File: src/rtl/spad_sensor_emulator_pkg.sv
// Shared definitions for the SPAD sensor emulator: array geometry, FSM encoding
// and the pixel clamp helper.
package spad_sensor_emulator_pkg;

    localparam int SPAD_ROW_BITS   = 3;
    localparam int SPAD_COL_BITS   = 6;
    localparam int SPAD_LANES      = 4;
    localparam int SPAD_PIXEL_BITS = 8;

    typedef enum logic [1:0] {
        ST_IDLE        = 2'd0,
        ST_RESET_HELD  = 2'd1,
        ST_INTEGRATING = 2'd2,
        ST_LATCHED     = 2'd3
    } spad_state_e;

    // Clamp a widened pixel sum to full scale; any carry into the top two bits overflows.
    function automatic logic [SPAD_PIXEL_BITS-1:0] sat_pixel(
        input logic [SPAD_PIXEL_BITS+1:0] sum
    );
        return (|sum[SPAD_PIXEL_BITS+1:SPAD_PIXEL_BITS]) ? {SPAD_PIXEL_BITS{1'b1}}
                                                         : sum[SPAD_PIXEL_BITS-1:0];
    endfunction

endpackage

File: src/rtl/spad_sensor_emulator_if.sv
// Controller <-> SPAD sensor bus: addressing/strobe from the controller,
// pixel lanes and frame status back from the sensor (or its emulator).
interface spad_sensor_emulator_if #(
    parameter int FRAME_ID_BITS = 16
) ();
    import spad_sensor_emulator_pkg::*;

    logic                       LatchSpad;
    logic                       ResetSpad;
    logic [SPAD_ROW_BITS-1:0]   RowSelect;
    logic [SPAD_COL_BITS-1:0]   ColSelect;
    logic                       RowGroup;
    logic [SPAD_PIXEL_BITS-1:0] PixelData0;
    logic [SPAD_PIXEL_BITS-1:0] PixelData1;
    logic [SPAD_PIXEL_BITS-1:0] PixelData2;
    logic [SPAD_PIXEL_BITS-1:0] PixelData3;
    logic [FRAME_ID_BITS-1:0]   FrameCount;
    logic                       Saturated;

    modport master (
        output LatchSpad, ResetSpad, RowSelect, ColSelect, RowGroup,
        input  PixelData0, PixelData1, PixelData2, PixelData3, FrameCount, Saturated
    );

    modport slave (
        input  LatchSpad, ResetSpad, RowSelect, ColSelect, RowGroup,
        output PixelData0, PixelData1, PixelData2, PixelData3, FrameCount, Saturated
    );

endinterface

File: src/rtl/spad_emu_pixel_calc.sv
// One pixel lane: base + address pattern (+ optional noise), clamped at full scale.
module spad_emu_pixel_calc
    import spad_sensor_emulator_pkg::*;
(
    input  logic [SPAD_PIXEL_BITS-1:0] i_base,
    input  logic [SPAD_PIXEL_BITS-1:0] i_pat,
    input  logic [1:0]                 i_noise,
    output logic [SPAD_PIXEL_BITS-1:0] o_pix
);

    logic [SPAD_PIXEL_BITS+1:0] w_sum;

    assign w_sum = {2'b00, i_base} + {2'b00, i_pat} + {{SPAD_PIXEL_BITS{1'b0}}, i_noise};
    assign o_pix = sat_pixel(w_sum);

endmodule

File: src/rtl/spad_sensor_emulator.sv
// Synthesizable SPAD imager stand-in: exposure-window FSM, frame capture and
// deterministic per-pixel counts. Define SPAD_EMU_NOISE_EN to add 0..3 LFSR noise per lane.
module spad_sensor_emulator
    import spad_sensor_emulator_pkg::*;
#(
    parameter int EXPOSURE_BITS  = 20,
    parameter int EXPOSURE_SHIFT = 8,
    parameter int FRAME_ID_BITS  = 16
`ifdef SPAD_EMU_NOISE_EN
    ,
    parameter logic [15:0] LFSR_SEED = 16'hACE1
`endif
) (
    input  logic                 clk,
    input  logic                 reset,
    spad_sensor_emulator_if.slave bus
);

    localparam logic [EXPOSURE_BITS-1:0] EXP_MAX  = '1;
    localparam logic [EXPOSURE_BITS-1:0] EXP_ONE  = EXPOSURE_BITS'(1);
    localparam logic [EXPOSURE_BITS-1:0] BASE_LIM = EXPOSURE_BITS'(255);
    localparam logic [FRAME_ID_BITS-1:0] FRAME_ONE = FRAME_ID_BITS'(1);

    spad_state_e                r_state;
    logic [EXPOSURE_BITS-1:0]   r_exposure;
    logic [EXPOSURE_BITS-1:0]   r_cap_exp;
    logic [FRAME_ID_BITS-1:0]   r_frame_id;
    logic                       r_latch_d;
    logic                       r_saturated;
    logic [SPAD_PIXEL_BITS-1:0] r_pix_p1 [SPAD_LANES];

    logic                       w_latch_edge;
    logic                       w_capture;
    logic [EXPOSURE_BITS-1:0]   w_cap_next;
    logic [SPAD_PIXEL_BITS-1:0] w_base;
    logic [SPAD_PIXEL_BITS-1:0] w_pat_row;
    logic [1:0]                 w_noise [SPAD_LANES];
    logic [SPAD_PIXEL_BITS-1:0] w_pix   [SPAD_LANES];

    function automatic logic exp_over_full_scale(input logic [EXPOSURE_BITS-1:0] e);
        return (e >> EXPOSURE_SHIFT) > BASE_LIM;
    endfunction

    function automatic logic [SPAD_PIXEL_BITS-1:0] exp_to_base(input logic [EXPOSURE_BITS-1:0] e);
        logic [EXPOSURE_BITS-1:0] s;
        s = e >> EXPOSURE_SHIFT;
        return (s > BASE_LIM) ? {SPAD_PIXEL_BITS{1'b1}} : s[SPAD_PIXEL_BITS-1:0];
    endfunction

    // Latch edges in IDLE are dropped; in RESET_HELD the array holds no charge, so 0 is captured.
    assign w_latch_edge = bus.LatchSpad & ~r_latch_d;
    assign w_capture    = w_latch_edge && (r_state != ST_IDLE);
    assign w_cap_next   = (r_state == ST_RESET_HELD) ? '0 : r_exposure;

    always_ff @(posedge clk or posedge reset) begin
        if (reset) begin
            r_state     <= ST_IDLE;
            r_exposure  <= '0;
            r_cap_exp   <= '0;
            r_frame_id  <= '0;
            r_latch_d   <= 1'b0;
            r_saturated <= 1'b0;
        end else begin
            r_latch_d <= bus.LatchSpad;
            if (w_capture) begin
                r_cap_exp   <= w_cap_next;
                r_frame_id  <= r_frame_id + FRAME_ONE;
                r_saturated <= exp_over_full_scale(w_cap_next);
            end
            case (r_state)
                ST_IDLE: begin
                    if (bus.ResetSpad) r_state <= ST_RESET_HELD;
                end
                ST_RESET_HELD: begin
                    r_exposure <= '0;
                    if (!bus.ResetSpad) r_state <= ST_INTEGRATING;
                end
                ST_INTEGRATING, ST_LATCHED: begin
                    if (bus.ResetSpad) begin
                        r_exposure <= '0;
                        r_state    <= ST_RESET_HELD;
                    end else begin
                        if (r_exposure != EXP_MAX) r_exposure <= r_exposure + EXP_ONE;
                        if (w_latch_edge) r_state <= ST_LATCHED;
                    end
                end
                default: r_state <= ST_IDLE;
            endcase
        end
    end

`ifdef SPAD_EMU_NOISE_EN
    logic [15:0] r_lfsr;

    // Fibonacci LFSR, taps 16,14,13,11.
    always_ff @(posedge clk or posedge reset) begin
        if (reset) r_lfsr <= LFSR_SEED;
        else       r_lfsr <= {r_lfsr[14:0], r_lfsr[15] ^ r_lfsr[13] ^ r_lfsr[12] ^ r_lfsr[10]};
    end
`endif

    // Stage p0: per-lane combinational pixel value from current address and captured frame.
    assign w_base    = exp_to_base(r_cap_exp);
    assign w_pat_row = 8'({bus.RowSelect, 3'b000}) + 8'(bus.ColSelect)
                     + {bus.RowGroup, 7'b0000000} + r_frame_id[7:0];

    for (genvar L = 0; L < SPAD_LANES; L++) begin : g_lane
`ifdef SPAD_EMU_NOISE_EN
        assign w_noise[L] = r_lfsr[2*L +: 2];
`else
        assign w_noise[L] = 2'b00;
`endif
        spad_emu_pixel_calc u_calc (
            .i_base  (w_base),
            .i_pat   (w_pat_row + 8'(L * 16)),
            .i_noise (w_noise[L]),
            .o_pix   (w_pix[L])
        );
    end

    // Stage p1: registered pixel lanes, one cycle after address sampling.
    always_ff @(posedge clk or posedge reset) begin
        if (reset) begin
            for (int i = 0; i < SPAD_LANES; i++) r_pix_p1[i] <= '0;
        end else begin
            for (int i = 0; i < SPAD_LANES; i++) r_pix_p1[i] <= w_pix[i];
        end
    end

    assign bus.PixelData0 = r_pix_p1[0];
    assign bus.PixelData1 = r_pix_p1[1];
    assign bus.PixelData2 = r_pix_p1[2];
    assign bus.PixelData3 = r_pix_p1[3];
    assign bus.FrameCount = r_frame_id;
    assign bus.Saturated  = r_saturated;

endmodule

File: src/flat_wrapper.sv
// flat-port wrapper written by rule: the top's interface ports become plain ports
module spad_sensor_emulator_flat import spad_sensor_emulator_pkg::*;
#(
    parameter int EXPOSURE_BITS  = 20,
    parameter int EXPOSURE_SHIFT = 8,
    parameter int FRAME_ID_BITS  = 16

)
  (clk, reset, bus_LatchSpad, bus_ResetSpad, bus_RowSelect, bus_ColSelect, bus_RowGroup, bus_PixelData0, bus_PixelData1, bus_PixelData2, bus_PixelData3, bus_FrameCount, bus_Saturated);
  spad_sensor_emulator_if #(.FRAME_ID_BITS(FRAME_ID_BITS)) bus_i ();
  input  logic clk;
  input  logic reset;
  input wire logic [$bits(bus_i.LatchSpad)-1:0] bus_LatchSpad;
  input wire logic [$bits(bus_i.ResetSpad)-1:0] bus_ResetSpad;
  input wire logic [$bits(bus_i.RowSelect)-1:0] bus_RowSelect;
  input wire logic [$bits(bus_i.ColSelect)-1:0] bus_ColSelect;
  input wire logic [$bits(bus_i.RowGroup)-1:0] bus_RowGroup;
  output wire logic [$bits(bus_i.PixelData0)-1:0] bus_PixelData0;
  output wire logic [$bits(bus_i.PixelData1)-1:0] bus_PixelData1;
  output wire logic [$bits(bus_i.PixelData2)-1:0] bus_PixelData2;
  output wire logic [$bits(bus_i.PixelData3)-1:0] bus_PixelData3;
  output wire logic [$bits(bus_i.FrameCount)-1:0] bus_FrameCount;
  output wire logic [$bits(bus_i.Saturated)-1:0] bus_Saturated;
  assign bus_i.LatchSpad = bus_LatchSpad;
  assign bus_i.ResetSpad = bus_ResetSpad;
  assign bus_i.RowSelect = bus_RowSelect;
  assign bus_i.ColSelect = bus_ColSelect;
  assign bus_i.RowGroup = bus_RowGroup;
  assign bus_PixelData0 = bus_i.PixelData0;
  assign bus_PixelData1 = bus_i.PixelData1;
  assign bus_PixelData2 = bus_i.PixelData2;
  assign bus_PixelData3 = bus_i.PixelData3;
  assign bus_FrameCount = bus_i.FrameCount;
  assign bus_Saturated = bus_i.Saturated;
  spad_sensor_emulator #(.EXPOSURE_BITS(EXPOSURE_BITS), .EXPOSURE_SHIFT(EXPOSURE_SHIFT), .FRAME_ID_BITS(FRAME_ID_BITS)) u_core (.clk(clk), .reset(reset), .bus(bus_i));
endmodule
File: config.mk
export PLATFORM = sky130hd
export DESIGN_NAME = spad_sensor_emulator_flat
export DESIGN_NICKNAME = d
export VERILOG_FILES = /design/src/rtl/spad_sensor_emulator_pkg.sv /design/src/rtl/spad_sensor_emulator_if.sv /design/src/rtl/spad_emu_pixel_calc.sv /design/src/rtl/spad_sensor_emulator.sv /design/src/flat_wrapper.sv
export SDC_FILE = /design/constraint.sdc
export NUM_CORES = 1
export LEC_CHECK = 0
export CORE_MARGIN = 2
export CORE_UTILIZATION = 45
export CTS_CLUSTER_DIAMETER = 30
export DETAILED_ROUTE_END_ITERATION = 8
export MAX_ROUTING_LAYER = met4
export PLACE_DENSITY_LB_ADDON = 0.3
export SETUP_SLACK_MARGIN = 0.15
export SYNTH_ARGS = -nofsm -noshare
export SYNTH_HDL_FRONTEND = slang
export SYNTH_HIERARCHICAL = 1
export SYNTH_SLANG_ARGS = --single-unit
File: constraint.sdc
create_clock -name clk -period 4.1 [get_ports clk]
set_clock_uncertainty 0.15 [all_clocks]
set_input_delay 0.41 -clock clk [delete_from_list [all_inputs] [get_ports clk]]
set_output_delay 0.41 -clock clk [all_outputs]
set_load 0.02 [all_outputs]
==> flow_metrics.env <==
export IMPL_status="finished, violations left"
export IMPL_violations="setup timing"
export IMPL_syn_mean_instance_area_sq_um=10.7
export IMPL_fmax_mhz=238
export IMPL_detail_route_iter0_violations=269
export IMPL_cts_hold_buffers=0
export IMPL_cp_max_fo=7
export IMPL_setup_viol=24
export IMPL_grt_remaining_overflow=0
export IMPL_cts_sinks=84
export IMPL_place_port_buffers=62
export IMPL_io_pins=63
export IMPL_arrival_ps=4290
export IMPL_ctsLongestPathBuffers=2
export IMPL_grt_first_pass_wirelength_um=23400
export IMPL_final_net_count=808
export IMPL_synth_seq_cells=84
export IMPL_hold_viol_final=0
export IMPL_synth_cell_types=64
export IMPL_num_vias=4809
export IMPL_ys_warn_count=6
export IMPL_post_synth_top_area_fraction_pct=35.0
export IMPL_dieArea_sq_mm=0.0143
export IMPL_worstMarginPinSlew_ps=1240
export IMPL_antennaDiodeCount=0
export IMPL_die_width_um=120
export IMPL_setup_tns_final_ps=-2080
export IMPL_rows=42
export IMPL_insertion_delay_ps=350
export IMPL_critPathMaxStageDelay_ps=440
export IMPL_seq_area_sq_mm=0.00211
export IMPL_post_drt_wl_per_cell_um=16.3
export IMPL_cts_root_buf="clkbuf_16"
export IMPL_min_delay_start="u_core/bus.FrameCount[15]$_DFFE_PP0P_"
export IMPL_finish_instance_area_sq_mm=0.00816
export IMPL_ir_worst_vdd_uv=400
export IMPL_hold_class="reg -> reg"
export IMPL_yosys_top_cells_area="dfrtp_1, ha_1, fa_1"
export IMPL_cp_top_family="adder cells"
export IMPL_critPathBufInv=4
export IMPL_endpoint_kind="flip-flop"
export IMPL_power_density_mw_per_mm2=942
export IMPL_viasPerCell=5.39
export IMPL_whs_ps=316
export IMPL_cp_cell_sequence="clkdlybuf4s50_1 > ha_2 > ha_4 > fa_2 > a21oi_4 > o21ai_4 > xnor2_2 > inv_2 > ha_2 > buf_6 > xnor2_2 > xnor2_1 > ha_1 > ha_4 > a21o_1 > a311o_2 > o41ai_4 > buf_4 > nand2_1"
export IMPL_ys_flop_type="dfrtp_1"
export IMPL_netlist_top_cells_count="dfrtp_1, ha_1, nand2_1"
export IMPL_dpl_cell_area_sq_mm=0.00736
export IMPL_place_congestion=0.894
export IMPL_cts_tree="done"
export IMPL_fp_coreArea_sq_mm=0.0131
export IMPL_power_total_mw=7.68
export IMPL_antenna_found_initial=0
export IMPL_cp_slowest_cell="clkdlybuf4s50_1"
export IMPL_yosysTopAreaCell="dfrtp_1"
export IMPL_drc=0
export IMPL_cts_made_buffers=9
export IMPL_final_layout_size_suffix_gt1_share_pct=28.9
export IMPL_cap_viol_max_count=0
export IMPL_yosysMostFrequentCell="dfrtp_1"
export IMPL_fin_crit_sh_pct=103
export IMPL_timing_rr_start="u_core/bus.FrameCount[3]$_DFFE_PP0P_"
export IMPL_grtUsageTotal_pct=21.0
export IMPL_p_clk_share_pct=10.4
export IMPL_syn_cell_area_sq_mm=0.00600
export IMPL_syn_to_final_growth_pct=35.8
export IMPL_initial_utilization_pct=45.7
export IMPL_grt_pass1_vias=4853
export IMPL_yosysSeqAreaShare_pct=35.0
export IMPL_die_h_um=120
export IMPL_critPathKind="in -> reg"
export IMPL_p_sw_share_pct=41.3
export IMPL_multiInputGateArea_sq_mm=0.00408
export IMPL_netlist_instances=561
export IMPL_leakage_nw=3.86
export IMPL_synth_enable_flop_cells=0
export IMPL_startpoint="bus_ColSelect[0]"
export IMPL_startpoint_type="input port"
export IMPL_dp_hpwl_um=10300
export IMPL_drt_pass1_iter_count=6
export IMPL_cts_htree_levels=3
export IMPL_p_switching_mw=3.17
export IMPL_slew_headroom_pct=17.3
export IMPL_pwr_share_seq_pct=15.0
export IMPL_nFillCells=1024
export IMPL_grt_max_degree=57
export IMPL_pwr_share_comb_pct=74.6
export IMPL_worstPathRequired_ps=4180
export IMPL_slew_violations=0
export IMPL_synthArstFlopShare_pct=100
export IMPL_clkTransAtPathRegs_ps=70
export IMPL_ant_nets=0
export IMPL_rsz0062_at_grt="yes"
export IMPL_routed_wirelength_um=14600
export IMPL_p_int_mw=4.51
export IMPL_worst_slack_ps=-106
export IMPL_min_period_ps=4210
==> worst register-to-register path: stages, from the launching register on <==
cell and delay (ps):
dfrtp_2 360, inv_2 40, fa_1 510, inv_2 50
ha_4 250, o21ai_4 170, o21ai_2 80, a21oi_2 200
xnor2_2 110, buf_4 160, ha_4 150, a31oi_2 170
xnor3_2 310, ha_4 270, ha_4 270, a21o_1 140
buf_6 110, a31oi_4 40, o41ai_4 280, buf_4 190
nand2b_1 60
==> power by group through the flow <==
stage | Clock [mW] | Combinational (mW) | Sequential, mW
after floorplan | 0 | 2.79 | 1.43
after global placement | 0 | 4.72 | 1.16
final | 0.799 | 5.73 | 1.15
after CTS | 0.821 | 5.25 | 1.15
after detailed placement | 0 | 4.84 | 1.17
after global routing | 0.860 | 6.20 | 1.17
==> repair_timing <==
action	4_1_cts	5_1_grt
buffers inserted	11	11
endpoints found under the hold margin	0	0
pin swaps	29	44
setup endpoints to repair	32	32
resized for setup	23	38
==> cell usage in the layout (no fill, tap or decap), types with 9 or more instances in the layout <==
master,n
clkbuf_16,9
a211o_1,17
xnor2_1,23
inv_1,36
nand2_2,9
xor2_1,10
nor3_1,11
a22o_1,12
ha_1,45
clkdlybuf4s50_1,58
nand2_1,42
nand3_1,9
nor2_1,23
ha_4,19
buf_4,78
dfrtp_1,80
a21o_1,9
nor4_1,9
nand2b_1,16
fa_1,15
a21oi_1,19
==> routing by layer <==
layer	track usage, %	part of all wire (%)	vias up
met5	-	0	-
met3	3.23	2.9	29
li1	-	-	2331
met2	35.8	52	78
met1	25.2	42	2371
met4	8.38	2.9	0
==> kinds of logic after synthesis <==
group	after synthesis	share of synthesized area, %
and+or+nand+nor	151	12.9
adders and majority gates	83	19.3
DFF	84	35.0
buffers and inverters	57	4.46
AOI/OAI and AO/OA	143	21.6
other	1	0.0625
muxes	2	0.354
xor gates and xnor gates	40	6.29
==> worst paths after layout <==
kind | end | slack (ps) | depth (start not counted)
hold reg to reg | u_core/bus.FrameCount[15]$_DFFE_PP0P_ | 320 | 1
min in group asynchronous | u_core/r_state[0]$_DFFE_PP0P_ | 420 | 2
setup reg to reg | u_core/bus.PixelData3[2]$_DFF_PP0_ | -90 | 20
max in group asynchronous | u_core/bus.PixelData2[2]$_DFF_PP0_ | 2450 | 3
hold / removal | u_core/bus.FrameCount[15]$_DFFE_PP0P_ | 320 | 1
setup / recovery | u_core/bus.PixelData2[0]$_DFF_PP0_ | -110 | 19
==> final cells by class <==
| class | count | area share [%] |
|---|---|---|
| inverters | 41 | 1.90 |
| well taps | 176 | 2.70 |
| multi-input cells | 427 | 50.0 |
| clock inverters | 5 | 0.537 |
| repair buffers | 148 | 15.9 |
| flip-flops and latches | 84 | 25.8 |
| clock buffers | 11 | 3.10 |
==> stage by stage <==
step	cells	setup slack, ps	util (%)
2_1_floorplan	568	45.7	-
3_3_place_gp	854	-544	56.1
3_5_place_dp	854	-657	56.1
4_1_cts	881	-66.9	60.0
5_1_grt	892	-226	62.1
6_report	892	-106	62.1
==> registers in the layout, summed over array words and instances, names as in the netlist <==
| register | count |
|---|---|
| u_core/r_cap_exp | 12 |
| u_core/bus.PixelData1 | 8 |
| u_core/bus.PixelData2 | 8 |
| u_core/bus.Saturated | 1 |
| u_core/bus.PixelData3 | 8 |
| u_core/r_exposure | 20 |
| u_core/bus.FrameCount | 16 |
| u_core/bus.PixelData0 | 8 |
| u_core/r_state | 2 |
| u_core/r_latch_d | 1 |
(Power assumes the default switching activity.)
